$ cat src/rtl/axi4_chan_buffer.sv
// Elastic buffer for one AXI4 channel: in-order FIFO with optional store-and-forward on last.
// Define AXI4_CHAN_BUFFER_STATS_EN to build the high-water occupancy register.
module axi4_chan_buffer #(
    parameter int DATA_WIDTH  = 32,
    parameter int DEPTH       = 4,
    parameter int PACKET_MODE = 0
) (
    input  logic                       clk,
    input  logic                       rst,
    input  logic                       in_valid,
    output logic                       in_ready,
    input  logic [DATA_WIDTH-1:0]      in_data,
    input  logic                       in_last,
    output logic                       out_valid,
    input  logic                       out_ready,
    output logic [DATA_WIDTH-1:0]      out_data,
    output logic                       out_last,
    output logic [$clog2(DEPTH):0]     occupancy,
    output logic [$clog2(DEPTH):0]     high_water
);
    localparam int AW = $clog2(DEPTH);
    localparam int CW = AW + 1;

    // Each entry holds {last, data}.
    logic [DATA_WIDTH:0] mem_q [DEPTH];
    logic [AW-1:0]       wr_ptr_q, wr_ptr_d;
    logic [AW-1:0]       rd_ptr_q, rd_ptr_d;
    logic [CW-1:0]       count_q, count_d;
    logic                full;
    logic                push;
    logic                pop;

    // Handshake: a beat moves on any rising edge where valid && ready; valid never waits
    // on ready, and ready is derived from registered occupancy only.
    assign full      = (count_q == CW'(DEPTH));
    assign in_ready  = !rst && !full;
    assign push      = in_valid && in_ready;
    assign pop       = out_valid && out_ready;
    assign occupancy = rst ? '0 : count_q;

    assign {out_last, out_data} = mem_q[rd_ptr_q];

    always_comb begin
        wr_ptr_d = wr_ptr_q;
        rd_ptr_d = rd_ptr_q;
        count_d  = count_q;
        if (push) begin
            wr_ptr_d = wr_ptr_q + AW'(1);
        end
        if (pop) begin
            rd_ptr_d = rd_ptr_q + AW'(1);
        end
        case ({push, pop})
            2'b10:   count_d = count_q + CW'(1);
            2'b01:   count_d = count_q - CW'(1);
            default: count_d = count_q;
        endcase
    end

    always_ff @(posedge clk) begin
        if (rst) begin
            wr_ptr_q <= '0;
            rd_ptr_q <= '0;
            count_q  <= '0;
        end else begin
            wr_ptr_q <= wr_ptr_d;
            rd_ptr_q <= rd_ptr_d;
            count_q  <= count_d;
        end
    end

    // Storage is not reset: contents are unobservable while the buffer is empty.
    always_ff @(posedge clk) begin
        if (push) begin
            mem_q[wr_ptr_q] <= {in_last, in_data};
        end
    end

    generate
        if (PACKET_MODE == 0) begin : g_cut_through
            assign out_valid = !rst && (count_q != '0);
        end else begin : g_store_forward
            logic [CW-1:0] last_cnt_q, last_cnt_d;
            logic          hold_q, hold_d;
            logic          in_last_push;
            logic          out_last_pop;

            assign in_last_push = push && in_last;
            assign out_last_pop = pop && out_last;

            // Release when a whole burst is stored, or when full so long bursts cannot deadlock;
            // hold_q keeps an offered beat valid until it is taken.
            assign out_valid = !rst && (count_q != '0) &&
                               ((last_cnt_q != '0) || full || hold_q);

            always_comb begin
                last_cnt_d = last_cnt_q;
                if (in_last_push && !out_last_pop) begin
                    last_cnt_d = last_cnt_q + CW'(1);
                end else if (out_last_pop && !in_last_push) begin
                    last_cnt_d = last_cnt_q - CW'(1);
                end
                hold_d = out_valid && !out_ready;
            end

            always_ff @(posedge clk) begin
                if (rst) begin
                    last_cnt_q <= '0;
                    hold_q     <= 1'b0;
                end else begin
                    last_cnt_q <= last_cnt_d;
                    hold_q     <= hold_d;
                end
            end
        end
    endgenerate

`ifdef AXI4_CHAN_BUFFER_STATS_EN
    logic [CW-1:0] high_water_q, high_water_d;

    always_comb begin
        high_water_d = high_water_q;
        if (count_d > high_water_q) begin
            high_water_d = count_d;
        end
    end

    always_ff @(posedge clk) begin
        if (rst) begin
            high_water_q <= '0;
        end else begin
            high_water_q <= high_water_d;
        end
    end

    assign high_water = rst ? '0 : high_water_q;
`else
    assign high_water = '0;
`endif

endmodule

$ cat config.mk
export PLATFORM = sky130hd
export DESIGN_NAME = axi4_chan_buffer
export DESIGN_NICKNAME = d
export VERILOG_FILES = /design/src/rtl/axi4_chan_buffer.sv
export SDC_FILE = /design/constraint.sdc
export NUM_CORES = 1
export LEC_CHECK = 0
export ABC_AREA = 1
export CELL_PAD_IN_SITES_DETAIL_PLACEMENT = 1
export CELL_PAD_IN_SITES_GLOBAL_PLACEMENT = 1
export CORE_ASPECT_RATIO = 0.5
export CORE_MARGIN = 5
export CORE_UTILIZATION = 40
export CTS_BUF_LIST = sky130_fd_sc_hd__clkbuf_2 sky130_fd_sc_hd__clkbuf_4 sky130_fd_sc_hd__clkbuf_8
export CTS_CLUSTER_DIAMETER = 50
export DETAILED_ROUTE_END_ITERATION = 8
export GPL_TIMING_DRIVEN = 0
export PLACE_DENSITY_LB_ADDON = 0.1
export SYNTH_ARGS = -nofsm -noshare
export SYNTH_HDL_FRONTEND = slang
export SYNTH_SLANG_ARGS = --single-unit
$ cat constraint.sdc
create_clock -name clk -period 2.92 [get_ports clk]
set_input_delay 0.438 -clock clk [delete_from_list [all_inputs] [get_ports clk]]
set_output_delay 0.438 -clock clk [all_outputs]
set_load 0.05 [all_outputs]
==> results of run 1 <==
## path summary, 6_finish.rpt
check / start / endpoint / slack, ns / cells past startpoint
worst min-delay path: rd_ptr_q[1] / flop / 0.56 / 4
worst max register to register: count_q[1] / count_q[2] / 0.98 / 12
worst max-delay path: flop / out_data[7] / 0.13 / 4
worst min register to register: rd_ptr_q[1] / flop / 0.56 / 4
## sequential cells by signal, summed over array words and instances (netlist names), named ones only
| name | count |
|---|---|
| count_q | 3 |
| mem_q | 132 |
| rd_ptr_q | 2 |
| wr_ptr_q | 2 |
## cell type report
cell class / count / area [um2]
clock inverter: 13 / 100
inverter: 22 / 82.6
tap: 176 / 220
timing repair buffer: 78 / 872
clock buffer: 19 / 249
fill: 1364 / 6530
multi-input combinational: 216 / 1090
sequential: 141 / 4140
buffer: 23 / 188
## critical path: stages (launching register included)
cell	delay (ns)
dfxtp_1	0.48
buf_2	0.30
o21ai_0	0.14
o22ai_1	0.17
clkdlybuf4s50_1	0.82
## layer usage
metal  track usage  vias up
li1              -     1643
met1         0.225     1713
met2         0.264       89
met3        0.0461       19
met4        0.0640        0
met5             0        -
## Yosys cell counts, types with 2 or more instances
master / instances / area share
clkbuf_2: 2 / 0.0018
o22ai_1: 33 / 0.038
inv_2: 3 / 0.0021
a21oi_1: 4 / 0.0037
nand3_1: 3 / 0.0027
o21ai_0: 50 / 0.046
edfxtp_1: 132 / 0.72
buf_6: 9 / 0.019
buf_4: 3 / 0.0041
nand2_1: 16 / 0.011
o21ai_1: 18 / 0.016
buf_2: 7 / 0.0064
nor2_1: 82 / 0.056
dfxtp_1: 9 / 0.033
ha_1: 5 / 0.011
inv_1: 19 / 0.013
## cell families (layout without fill, tap and decap cells)
group	count (synthesis)	in the layout	share of synthesized area
AO/OA/AOI/OAI	105	105	0.104
adder cells (fa/ha/maj)	6	6	0.0151
AND/OR/NAND/NOR	102	102	0.0732
other	1	3	0.000686
flip-flops	141	141	0.758
buffers and inverters	45	155	0.0494
## metrics by stage
step | std cells | cell area [um2]
2_1_floorplan | 402 | 5480
3_3_place_gp | 652 | 6440
3_5_place_dp | 656 | 6570
4_1_cts | 688 | 6910
5_1_grt | 688 | 6950
6_report | 688 | 6950
## power by group
part	internal [mW]	switching, mW	leakage, nW
clock	0.679	0.736	0.183
sequential	2.27	0.0177	1.27
combinational	0.228	0.470	1.11
total	3.17	1.22	2.56
## timing repair
action                                 4_1_cts  5_1_grt
gates resized for setup                      7       15
setup endpoints to repair                    7       15
endpoints found under the hold margin        0        0
pin swaps                                    0        0
==> results by group, run 1 <==
Clocking
  – H-tree lvl count: 4
  – Post-CTS Hold Buffers: 0
  – Clock Root Buffer: clkbuf_8
  – Worst skew pair latency: 0.44 ns
  – Cts bufs inserted: 17
  – CTS tree: yes
  – Clock Path Buffers: 2
  – Clock-pin slew on the worst setup and hold paths: 0.08 ns
  – CTS Sinks: 141
  – Post-CTS setup buffers: 0

Job
  – Max-cap violations: 0

STA
  – Final min period: 2.79 ns
  – Slew margin rel.: 0.535
  – Total negative setup slack: 0 ns
  – Worst slew pin tran: 0.696 ns
  – Final hold vios: 0
  – Tcrit/Tclk final: 0.956
  – Fin. max-slew vios: 0
  – Max Freq: 358 MHz
  – WHS: 0.558 ns
  – Setup Skew: 0.0152 ns
  – RSZ-0062 raised after global routing: false
  – Worst Slack Setup Final: 0.128 ns
  – Final setup violation count: 0

Placement
  – GP Congestion: 0.731
  – IO buf count: 74
  – DP Worst Slack: 0.342 ns
  – Hpwl dp: 8.34 mm

Detailed routing
  – Met2 WL: 6.01 mm
  – Antenna Nets Post-Route: 0
  – Wl on met1: 6.02 mm
  – Drt first-iter violations: 198
  – Max Used Layer: met4
  – DRC: 0
  – Metal3 WL: 834 um
  – Vias: 3464
  – TritonRoute pass-1 iters: 4
  – Drt wl/cell: 18.9 um
  – DR vias/cell: 5.03
  – WL final: 13.0 mm

GRT
  – Initial antenna violation count: 0
  – Largest net degree at the start of global routing: 22
  – Grt total ovfl: 0
  – Number of global-route vias before repair: 3705
  – First-pass GRT wire length: 20.4 mm
  – Tot GR Track Use: 0.168

Floorplan
  – Standard-cell rows: 30
  – Ports: 78
  – Initial Util: 0.406
  – Die H: 92.7 um
  – DIE AREA: 16200 um2
  – Core area: 13500 um2
  – DIE WIDTH: 175 um

Synthesis
  – Mapped Cells: 400
  – Yosys Warn Count: 0
  – Ys async rst share: 0
  – Post-Syn Area per Cell: 13.7 um2
  – Post-synth EDFFs: 132
  – Register area share after synthesis: 0.758
  – Distinct cells, synth: 21
  – Main synth FF type: edfxtp_1
  – Cell Area, Synth: 5470 um2
  – #FFs+latches synth: 141

Cells and area
  – Post-layout util: 0.516
  – Most frequent cells in the layout: 132 x edfxtp_1, 78 x nor2_1, 52 x clkdlybuf4s50_1, 50 x o21ai_0, 33 x o22ai_1
  – Commonest non-fill, non-tap cell in the layout: edfxtp_1
  – Final net count: 542
  – Diodes inserted: 0
  – Area growth, synth to finish: 27.0%
  – Layout cells sized above 1: 0.123

Worst setup path
  – Crit start category: flop
  – Data required, critical path: 2.48 ns
  – WS Path Type: flop to output pin
  – Worst Setup End Kind: output pin
  – CP arrival: 2.35 ns
  – Max Fanout on Critical Path: 10

Power
  – Design Power: 4.40 mW
  – Power Density: 633 nW/um2
  – Leak: 2.56 nW
  – Maximum VDD drop: 282 uV

Worst hold path
  – Hold/Removal Path Class: flop to flop

Outcome
  – Status: completed
Note: power is estimated with default switching activity, not from simulation.
==> inputs of run 2 (changes only) <==
--- a/config.mk
+++ b/config.mk
@@ -19,3 +19,4 @@
 export SYNTH_ARGS = -nofsm -noshare
 export SYNTH_HDL_FRONTEND = slang
 export SYNTH_SLANG_ARGS = --single-unit
+export TNS_END_PERCENT = 100
==> results of run 2 <==
The final DEF is identical to that of run 1; final timing and power are the same.
